[src/rtl/obi_arbiter.sv]
// Round-robin arbiter sharing one OBI slave port between N_REQ masters, one transaction in flight.
// Define OBI_ARB_TIMEOUT_EN to add the response watchdog (ARB_ERR state and timeout_o).
module obi_arbiter #(
  parameter int N_REQ       = 2,
  parameter int ADDR_W      = 32,
  parameter int DATA_W      = 32,
  parameter int TIMEOUT_CYC = 255
) (
  input  logic                      obi_clk_i,
  input  logic                      soc_rst_ni,
  input  logic [N_REQ-1:0]          m_req_i,
  output logic [N_REQ-1:0]          m_gnt_o,
  input  logic [N_REQ*ADDR_W-1:0]   m_addr_i,
  input  logic [N_REQ-1:0]          m_wr_en_i,
  input  logic [N_REQ*DATA_W/8-1:0] m_byte_en_i,
  input  logic [N_REQ*DATA_W-1:0]   m_wdata_i,
  output logic [N_REQ-1:0]          m_rvalid_o,
  output logic [DATA_W-1:0]         m_rdata_o,
  output logic                      s_req_o,
  input  logic                      s_gnt_i,
  output logic [ADDR_W-1:0]         s_addr_o,
  output logic                      s_wr_en_o,
  output logic [DATA_W/8-1:0]       s_byte_en_o,
  output logic [DATA_W-1:0]         s_wdata_o,
  input  logic                      s_rvalid_i,
  input  logic [DATA_W-1:0]         s_rdata_i,
  output logic                      busy_o,
`ifdef OBI_ARB_TIMEOUT_EN
  output logic                      timeout_o,
`endif
  output logic [$clog2(N_REQ)-1:0]  owner_o
);
  localparam int IDX_W = $clog2(N_REQ);
  localparam int BE_W  = DATA_W / 8;
  localparam int SUM_W = IDX_W + 1;

  generate
    if (N_REQ < 2 || N_REQ > 8 || TIMEOUT_CYC < 1) begin : g_param_check
      $error("obi_arbiter: N_REQ must be 2..8 and TIMEOUT_CYC at least 1");
    end
  endgenerate

  typedef enum logic [1:0] {
    ARB_IDLE = 2'd0,
    ARB_ADDR = 2'd1,
    ARB_RESP = 2'd2
`ifdef OBI_ARB_TIMEOUT_EN
    , ARB_ERR = 2'd3
`endif
  } arb_state_e;

  arb_state_e       state_q, state_d;
  logic [IDX_W-1:0] rr_ptr_q, rr_ptr_d;
  logic [IDX_W-1:0] owner_q, owner_d;

`ifdef OBI_ARB_TIMEOUT_EN
  localparam int CNT_W = $clog2(TIMEOUT_CYC + 1);
  logic [CNT_W-1:0] cnt_q, cnt_d;
  logic             timeout_q, timeout_d;
`endif

  logic [N_REQ-1:0] req_rot;
  logic [IDX_W-1:0] rot_off;
  logic [SUM_W-1:0] pick_sum;
  logic [IDX_W-1:0] pick_idx;
  logic             any_req;

  // Rotate requests so bit 0 is the master at rr_ptr; the lowest set bit is the winner.
  always_comb begin
    req_rot = N_REQ'({m_req_i, m_req_i} >> rr_ptr_q);
    rot_off = '0;
    for (int i = N_REQ - 1; i >= 0; i--) begin
      if (req_rot[i]) rot_off = IDX_W'(i);
    end
    any_req  = |m_req_i;
    pick_sum = SUM_W'(rr_ptr_q) + SUM_W'(rot_off);
    if (pick_sum >= SUM_W'(N_REQ)) pick_sum = pick_sum - SUM_W'(N_REQ);
    pick_idx = pick_sum[IDX_W-1:0];
  end

  logic              own_req;
  logic [ADDR_W-1:0] own_addr;
  logic              own_we;
  logic [BE_W-1:0]   own_be;
  logic [DATA_W-1:0] own_wdata;
  logic [N_REQ-1:0]  own_oh;
  logic [IDX_W-1:0]  rr_next;

  always_comb begin
    own_req   = 1'b0;
    own_addr  = '0;
    own_we    = 1'b0;
    own_be    = '0;
    own_wdata = '0;
    for (int k = 0; k < N_REQ; k++) begin
      if (owner_q == IDX_W'(k)) begin
        own_req   = m_req_i[k];
        own_addr  = m_addr_i[k*ADDR_W +: ADDR_W];
        own_we    = m_wr_en_i[k];
        own_be    = m_byte_en_i[k*BE_W +: BE_W];
        own_wdata = m_wdata_i[k*DATA_W +: DATA_W];
      end
    end
  end

  assign own_oh  = N_REQ'(1) << owner_q;
  assign rr_next = (owner_q == IDX_W'(N_REQ - 1)) ? '0 : owner_q + 1'b1;

  always_comb begin
    state_d     = state_q;
    rr_ptr_d    = rr_ptr_q;
    owner_d     = owner_q;
    m_gnt_o     = '0;
    m_rvalid_o  = '0;
    m_rdata_o   = s_rdata_i;
    s_req_o     = 1'b0;
    s_addr_o    = '0;
    s_wr_en_o   = 1'b0;
    s_byte_en_o = '0;
    s_wdata_o   = '0;
`ifdef OBI_ARB_TIMEOUT_EN
    cnt_d       = cnt_q;
    timeout_d   = timeout_q;
`endif
    case (state_q)
      ARB_IDLE: begin
        if (any_req) begin
          owner_d = pick_idx;
          state_d = ARB_ADDR;
        end
      end
      ARB_ADDR: begin
        s_req_o     = own_req;
        s_addr_o    = own_addr;
        s_wr_en_o   = own_we;
        s_byte_en_o = own_be;
        s_wdata_o   = own_wdata;
        m_gnt_o     = s_gnt_i ? own_oh : '0;
        if (own_req && s_gnt_i) begin
          state_d = ARB_RESP;
`ifdef OBI_ARB_TIMEOUT_EN
          cnt_d   = '0;
`endif
        end else if (!own_req) begin
          // Master withdrew before grant: re-arbitrate without moving the pointer.
          state_d = ARB_IDLE;
        end
      end
      ARB_RESP: begin
        m_rvalid_o = s_rvalid_i ? own_oh : '0;
        if (s_rvalid_i) begin
          rr_ptr_d = rr_next;
          state_d  = ARB_IDLE;
        end
`ifdef OBI_ARB_TIMEOUT_EN
        else if (cnt_q == CNT_W'(TIMEOUT_CYC - 1)) begin
          state_d = ARB_ERR;
        end else begin
          cnt_d = cnt_q + 1'b1;
        end
`endif
      end
`ifdef OBI_ARB_TIMEOUT_EN
      ARB_ERR: begin
        m_rvalid_o = own_oh;
        m_rdata_o  = DATA_W'(32'hDEAD_BEEF);
        timeout_d  = 1'b1;
        rr_ptr_d   = rr_next;
        state_d    = ARB_IDLE;
      end
`endif
      default: state_d = ARB_IDLE;
    endcase
  end

  always_ff @(posedge obi_clk_i or negedge soc_rst_ni) begin
    if (!soc_rst_ni) begin
      state_q   <= ARB_IDLE;
      rr_ptr_q  <= '0;
      owner_q   <= '0;
`ifdef OBI_ARB_TIMEOUT_EN
      cnt_q     <= '0;
      timeout_q <= 1'b0;
`endif
    end else begin
      state_q   <= state_d;
      rr_ptr_q  <= rr_ptr_d;
      owner_q   <= owner_d;
`ifdef OBI_ARB_TIMEOUT_EN
      cnt_q     <= cnt_d;
      timeout_q <= timeout_d;
`endif
    end
  end

  assign busy_o  = (state_q != ARB_IDLE);
  assign owner_o = owner_q;
`ifdef OBI_ARB_TIMEOUT_EN
  assign timeout_o = timeout_q | (state_q == ARB_ERR);
`endif

endmodule

[config.mk]
export PLATFORM = sky130hd
export DESIGN_NAME = obi_arbiter
export DESIGN_NICKNAME = d
export VERILOG_FILES = /design/src/rtl/obi_arbiter.sv
export SDC_FILE = /design/constraint.sdc
export NUM_CORES = 1
export LEC_CHECK = 0
export ABC_AREA = 1
export CAP_MARGIN = 10
export CORE_AREA = 5 5 107 109
export DETAILED_ROUTE_END_ITERATION = 8
export DIE_AREA = 0 0 112 114
export PLACE_DENSITY = 0.73
export SLEW_MARGIN = 20
export SYNTH_ARGS = -nofsm -noshare
export SYNTH_HDL_FRONTEND = slang
export SYNTH_SLANG_ARGS = --single-unit
[constraint.sdc]
create_clock -name obi_clk_i -period 1.2 [get_ports obi_clk_i]
set_input_delay 0.24 -clock obi_clk_i [delete_from_list [all_inputs] [get_ports obi_clk_i]]
set_output_delay 0.24 -clock obi_clk_i [all_outputs]
set_load 0.02 [all_outputs]
# --- After elaboration in Yosys (flattened, before gate mapping) ---
# Index checks and enable logic that the tools add are counted.
# Widths: inputs -> output; s select.
word_totals:
  reg_bits: 4
  out_inout_bits: 108
  in_bits: 176
op_classes:
  n_lt_le_gt_ge: 1
  eq_ne: 5
  muxes: 23
  n_addsub: 3
  reduce_logical: 7
  n_shift: 2
ops:
  columns: ["cell", "n"]
  rows:
  - ["$mux 32", 4]
  - ["$mux 2", 8]
  - ["$mux 1", 8]
  - ["$mux 4", 2]
  - ["$pmux 2 s3", 1]
  - ["$ne 2x2->1 const B", 2]
  - ["$reduce_and 2->1", 2]
  - ["$shr 4x1->2", 1]
  - ["$ne 3x3->1 const B", 1]
  - ["$reduce_and 3->1", 1]
  - ["$add 1x1->2", 1]
  - ["$eq 2x1->1 const B", 1]
  - ["$eq 2x2->1 const B", 1]
  - ["$ge 2x2->1 const B", 1]
  - ["$logic_not 2->1", 1]
  - ["$reduce_bool 2->1", 1]
  - ["$reduce_or 2->1", 1]
  - ["$shl 1x1->2 const A", 1]
  - ["$add 1x1->1 const B", 1]
  - ["$logic_and 1x1->1", 1]
  - ["$sub 1x1->1 const B", 1]

# --- Longest topological paths before layout ---
# Gate-level depths: netlist of the first run.
logic_depth:
  ltp_word: 6
  depth_mapped: 6

# --- Worst setup path before layout of the first run ---
# Ideal clock, no wire load.
synth_path:
  kind: "register to output"
  from: "reg owner_q, in the netlist owner_o"
  to: "out m_gnt_o[0]"
  n_path_buf: 2
  path_slack_ns: -0.308
  path_stages_with_launch: 4
  arrival_time_ns: 1.268
  t_required_ns: 0.960
  path_cell_list: "dfrtp_1 > buf_6 > buf_6 > nor3_1"
synth_between:
  elab_chain_cells: 3
synth_lines:
  columns: ["element", "line_no", "rtl"]
  rows:
  - ["start: declaration", "54", "logic [IDX_W-1:0] owner_q, owner_d;"]
  - ["start signal: assignment", "188", "owner_q <= owner_d;"]
  - ["$shl 1x1->2", "106", "assign own_oh = N_REQ'(1) << owner_q;"]
  - ["$mux 2", "138", "m_gnt_o = s_gnt_i ? own_oh : '0;"]
  - ["$mux 2", "125", "case (state_q)"]
  - ["end: declaration", "12", "output logic [N_REQ-1:0] m_gnt_o,"]
# No other way between the ends.

# --- Worst setup path after layout of the first run ---
layout_path:
  from: "reg owner_q, in the netlist owner_o"
  to: "out s_addr_o[1]"
layout_between:
  elab_chain_cells: 2
layout_lines:
  columns: ["element", "line_no", "rtl"]
  rows:
  - ["$mux 32", "96", "if (owner_q == IDX_W'(k)) begin"]
  - ["$mux 32", "125", null]
  - ["end: declaration", "21", "output logic [ADDR_W-1:0] s_addr_o,"]
# No other way between the ends.

==> reports/results.tsv, run 1 <==
metric	value	unit
status	finished, violations left	
failing checks	negative setup slack	
initial detailed-routing violation count	77	
Pwr Density	2310	mW/mm^2
Rel. slew slack	80.1	%
Core Rows	38	
Synth top area share	32.7	%
clk_skew	0.0129	ns
synthesis-to-layout area growth	243	%
port buffer count	219	
top post-synthesis cells by area	nand2_1 (33%), a21oi_1 (20%), buf_4 (15%), buf_6 (6.2%), dfrtp_1 (6.1%)	
Pwr Total	13.0	mW
MaxCap Viol Count	0	
die area	0.0128	mm^2
Worst path max stage delay	0.40	ns
Worst-path clk slew	0.05	ns
layout cells sized above 1	56.3	%
Tcrit/Tclk final	140	%
DRT Wirelength	11600	um
crit end category	output pin	
Die Wd	112	um
Starting Density	15.6	%
slowest stage cell, crit path	dfrtp_2	
Hold Fails Final Rpt	0	
CTS Buf Count	3	
initial antenna violation count	0	
crit start category	register	
CP Class	reg2out	
final core occ	53.6	%
clock sink count	4	
Syn Area/Cell	5.53	um^2
CP Data Arrival Time	1.44	ns
Synth area leader	nand2_1	
Synth Register Bits	4	
EDFF count, synth	0	
post-synthesis net count	473	
first-pass GRT wire length	15400	um
Final Slew Violations	0	
Global Route Usage Sum	14.6	%
Detail Route Antenna Nets	0	
Highest Clock Rate	596	MHz
CP bufs+invs	4	
Via density	4.40	
Synth Instances	297	
core area	0.0105	mm^2
most frequent cell after synthesis	nand2_1	
Hold WS	0.230	ns
post-DP HPWL	7880	um
DRC viols	0	
post-synth cell types	19	
Clock Tree Buf Depth	2	
cells along the critical path	buf_12 > buf_12 > clkbuf_16 > nand2_4 > a21oi_4 > buf_6	
Leakage	2.19	nW
Clock Latency Late Sink	0.24	ns
RSZ-0062 raised after global routing	true	
number of global-route vias before repair	3065	
sequential fraction of the synthesis area	6.10	%
largest net degree at the start of global routing	26	
Synth Cell Area	0.00164	mm^2
worst min path class	in2async	
prevailing post-synth register cell	dfrtp_1	
CTS tree	built	
H-Tree Depth	1	
Tmin final	1.68	ns
Max IR drop VDD	1.10	mV
Die Y	114	um
clk root buf	clkbuf_8	
Nets	692	
# setup viols final	79	
Post-synth top cells	nand2_1 (143), a21oi_1 (64), buf_4 (32)	
ys async rst share	100	%
CP top delay family	buffers and inverters	
Crit path required time	0.96	ns
routability cong.	0.848	
WL per Instance	17.8	um
first-pass detailed-route iteration total	6	
CP Max Fanout	5	
Ports	284	
via count	2881	
CP dominant cell by count	buf_12	
grt ovf	0	
final worst slack	-0.477	ns
Inserted Diodes	0	
Ys Warns	0	
Slew @ Worst Pin	0.295	ns
-- routing by layer --
layer | wire (um) | GRT usage (%) | vias up
met1 | 4270 | 15.4 | 1355
met5 | 0 | 0 | -
met3 | 778 | 3.55 | 25
li1 | - | - | 1354
met2 | 6350 | 28.4 | 147
met4 | 248 | 4.65 | 0
-- final timing paths --
check                              start       endpoint  slack [ns]  depth (start not counted)
setup / recovery                 owner_o    s_addr_o[1]       -0.48                          6
hold / removal                soc_rst_ni     state_q[0]        0.23                          1
setup reg to reg                 owner_o        owner_o       -0.05                          6
hold reg to reg                 rr_ptr_q       rr_ptr_q        0.49                          2
max in group asynchronous     soc_rst_ni        owner_o        0.75                          1
min in group obi_clk_i     s_rdata_i[12]  m_rdata_o[12]        0.48                          0
-- area by class of cell --
type,count,area [um^2]
Timing Repair Buffer,267,3130
Inverter,8,56.3
Multi-Input combinational cell,231,2110
Sequential cell,4,103
Tap cell,140,175
Clock buffer,4,45.0
Fill cell,918,4870
Timing Repair inverter,1,11.3
-- state kept, by name (all words and copies together) (netlist names) --
register and flops:
state_q 2, rr_ptr_q 1, owner_o 1
-- logic make-up (layout without fill, tap and decap cells) --
logic type             after synthesis  in the layout  share of synthesized area [%]
and+or+nand+nor                    160            160                           39.6
DFF                                  4              4                           6.10
buffers and inverters               62            280                           31.3
AOI/OAI and AO/OA                   71             71                           23.0
-- per-stage QoR --
stage | cell area (um^2) | setup TNS (ns) | setup slack (ns) | instances
floorplan | 2460 | -8.77 | -0.128 | 297
global placement | 4590 | -47.88 | -0.664 | 622
detailed placement | 4590 | -49.57 | -0.699 | 622
CTS | 4700 | -33.06 | -0.484 | 633
global route | 5630 | -36.36 | -0.520 | 655
finish | 5630 | -32.89 | -0.477 | 655
-- report_power, final --
group,internal (mW),switching [mW]
registers,0.201,0.0680
logic,5.98,6.40
clock network,0.231,0.113
-- worst reg2reg max path: cells and delay by family, from the launching register on --
family,cells,cell delay [ns]
buffers and inverters,4,0.58
DFF,1,0.43
and+or+nand+nor,2,0.12
-- placed cells by master (no fill, tap or decap), drive strengths merged --
cell type,n
a21oi,70
buf,114
clkbuf,14
clkdlybuf4s50,143
clkinv,1
dfrtp,4
inv,8
nand2,151
nand3,4
nor2,3
nor3,2
o21ai,1
-- repair_timing --
action                                 CTS  global route
pin swaps                                3            17
cloned                                   2            15
hold buffers                             0             0
setup buffers                            5             7
endpoints found under the hold margin    0             0
resized for setup                      421           158
setup endpoints to repair               77            79
Power figures use the tool's default switching activity.
==> run 2, diff against run 1 <==
- CAP_MARGIN: 10 -> 15
==> results of run 2 <==
The final DEF is identical to that of run 1; final timing and power are the same.
==> patch, RTL diff (settings of run 1) <==
Re-encode `arb_state_e` (3 states) as one-hot, 3 bits wide.
--- a/src/rtl/obi_arbiter.sv
+++ b/src/rtl/obi_arbiter.sv
@@ -42,6 +42,6 @@
 
-  typedef enum logic [1:0] {
-    ARB_IDLE = 2'd0,
-    ARB_ADDR = 2'd1,
-    ARB_RESP = 2'd2
+  typedef enum logic [2:0] {
+    ARB_IDLE = 3'b001,
+    ARB_ADDR = 3'b010,
+    ARB_RESP = 3'b100
 `ifdef OBI_ARB_TIMEOUT_EN
Function: same outputs for any inputs over 10 cycles, from zero or initial values and one cycle with soc_rst_ni low; not proved beyond that.
==> patch against run 1 <==
  * Non-clock buffer count up 1
  * Design area down 8.0%
  * Routed wire length down 7.9%
  * Highest routed layer unchanged
  * Sequential cell count up 1
  * Area after synthesis up 10%
  * Sequential power up 24%
  * The run still ends with setup timing left
  * Total power down 35%
  * Worst hold slack better by 12 ps
  * Via count unchanged
  * Clock power down 9.9%
  * Setup slack worse by 110 ps
==> patch: results (changes against run 1) <==
stage;metric;value;unit;change
final_layout;layout cells sized above 1;42.97;%;-13 points
final_layout;Largest register FFs;3;;+1
outcome;outcome;finished, violations left;;
sta;Setup Viol. Count Final;80;;+1.3%
global_routing;met3 Use GR;5.040;%;+1.5 points
logic_synthesis;Top FF cell, synth;dfrtp_1;;
sta;fin worst setup slack;-584.0;ps;-107.4 ps
global_routing;initial antenna violation count;0;;unchanged
global_routing;vias in the first global route;3051;;-0.46%
outcome;failing checks;setup timing;;
global_routing;first-pass GRT wire length;15350;um;-0.54%
pwr;Peak VDD IR;0.8491;mV;-23%
logic_synthesis;Async SR Flop Fraction;100.0;%;unchanged
sta;slew margin rel.;82.26;%;+2.1 points
critical_path;worst setup path end;s_wdata_o[24];;
clock_tree;Clk Latency, worst-skew pair;220;ps;-20 ps
clock_tree;CTS H-tree depth;1;;unchanged
critical_path;worst r2r dst;owner_o$_DFFE_PN0P_;;
logic_synthesis;Mapped Nets;477;;+0.85%
route;final wirelength;10730;um;-7.9%
logic_synthesis;Yosys cell types;18;;-1
critical_path;r2r setup slk;-260;ps;-210 ps
critical_path;CP Launch Type;flip-flop;;
logic_synthesis;Commonest cells post-synth;nand2_1 (148), a21oi_2 (69), buf_4 (33);;
place;gpl congestion;0.8435;;-0.57%
critical_path;Critical Path AT;1540;ps;+100 ps
logic_synthesis;largest cells by area after synthesis;a21oi_2 (33%), nand2_1 (31%), buf_4 (14%);;
min_path;Worst Hold Class;in2async;;
global_routing;met2 GRT Util;28.54;%;+0.16 points
critical_path;reg2reg start;state_q[0]$_DFFE_PN1P_;;
place;Port-buffer cells;219;;unchanged
final_layout;Nets;696;;+0.58%
pwr;Leakage;2.045;nW;-6.7%
global_routing;largest net degree at the start of global routing;33;;+27%
clock_tree;clock-pin slew of the registers on the worst-case setup and hold paths;30;ps;-20 ps
logic_synthesis;synth warn;0;;unchanged
critical_path;crit-path max FO;8;;+3
final_layout;diodes inserted;0;;unchanged
final_layout;largest reg by FF count;state_q;;
logic_synthesis;Seq/Total Area, Yosys;6.985;%;+0.89 points
sta;Clock Skew;0.8725;ps;-12.01 ps
route;drt first-iter violations;79;;+2.6%
clock_tree;Bufs on Longest Clock Path;2;;unchanged
place;dpl hpwl;7553;um;-4.2%
global_routing;total global-route track usage;14.49;%;-0.092 points
critical_path;r2r worst-path depth;8;;+2
route;via/cell ratio;4.372;;-0.61%
route;First-pass DRT Iterations;4;;-2
clock_tree;Num CTS Buffers;3;;unchanged
clock_tree;root buffer cell;clkbuf_8;;
global_routing;met1 Use GR;14.67;%;-0.68 points
==> patch: changes by cell type in the layout (fill, tap and decap cells not counted), moves of 2 or more <==
cell	change
buf_12	+2
a21oi_2	+13
nand2_8	-2
a21oi_4	-14
nand2_2	-52
buf_16	-2
nand2_4	-12
nand2_1	+63
buf_6	-5
buf_4	+9
clkbuf_16	-4
nor2_1	+5
==> patch: cell families after synthesis <==
family	Yosys count	share of synthesized area, %
DFF	5	6.985
AOI/OAI and AO/OA	75	35.34
and+or+nand+nor	159	33.96
buffers and inverters	62	23.72
==> patch: how the worst min path moves through the flow <==
stage | slack [ps] | from | end
3_3_place_gp | 470 | soc_rst_ni | state_q[1]$_DFFE_PN0P_
2_1_floorplan | -60 | soc_rst_ni | owner_o$_DFFE_PN0P_
4_1_cts | 240 | soc_rst_ni | state_q[2]$_DFFE_PN0P_
3_5_place_dp | 470 | soc_rst_ni | rr_ptr_q$_DFFE_PN0P_
5_1_grt | 250 | soc_rst_ni | state_q[2]$_DFFE_PN0P_
6_report | 240 | soc_rst_ni | state_q[2]$_DFFE_PN0P_
==> patch: critical path: stages, from the launching register on <==
cell and delay (ps):
dfstp_2 360, inv_2 50, nand2_2 50, nor2_4 170, inv_8 90, buf_12 140
buf_16 150, a21oi_4 150, buf_6 150
==> patch: report_power, final <==
group | internal [mW] | switching (mW) | total [mW]
registers | 0.254 | 0.0797 | 0.334
logic | 3.81 | 4.05 | 7.86
clock network | 0.228 | 0.0815 | 0.309
total | 4.29 | 4.21 | 8.51
==> patch: stage by stage <==
step           setup WS [ps]  setup TNS [ps]  area (sq um)  instances
2_1_floorplan         -125.8           -6939          2252        301
3_3_place_gp          -711.7          -48400          4413        626
3_5_place_dp          -717.9          -49300          4413        626
4_1_cts               -643.1          -38410          4890        646
5_1_grt               -630.9          -40780          5181        659
6_report              -584.0          -36320          5181        659
==> patch: area by class of cell <==
class | count | area, sq um
clock buffers | 4 | 45.04
fillers | 942 | 5326
inverters | 8 | 45.04
multi-input cells | 234 | 1763
flip-flops and latches | 5 | 127.6
well taps | 140 | 175.2
repair buffers | 268 | 3025
==> patch: timing repair <==
item                                    in CTS  in global routing
pin swaps                                    1                  5
endpoints found under the setup margin      80                 80
gates resized for setup                    412                 79
buffers inserted                            10                  8
cloned                                       6                  8
==> patch: per-layer routing <==
layer / part of all wire [%] / up-vias
li1: - / 1367
met1: 35 / 1354
met2: 54 / 144
met3: 9.5 / 16
met4: 1.4 / 0
met5: 0 / -
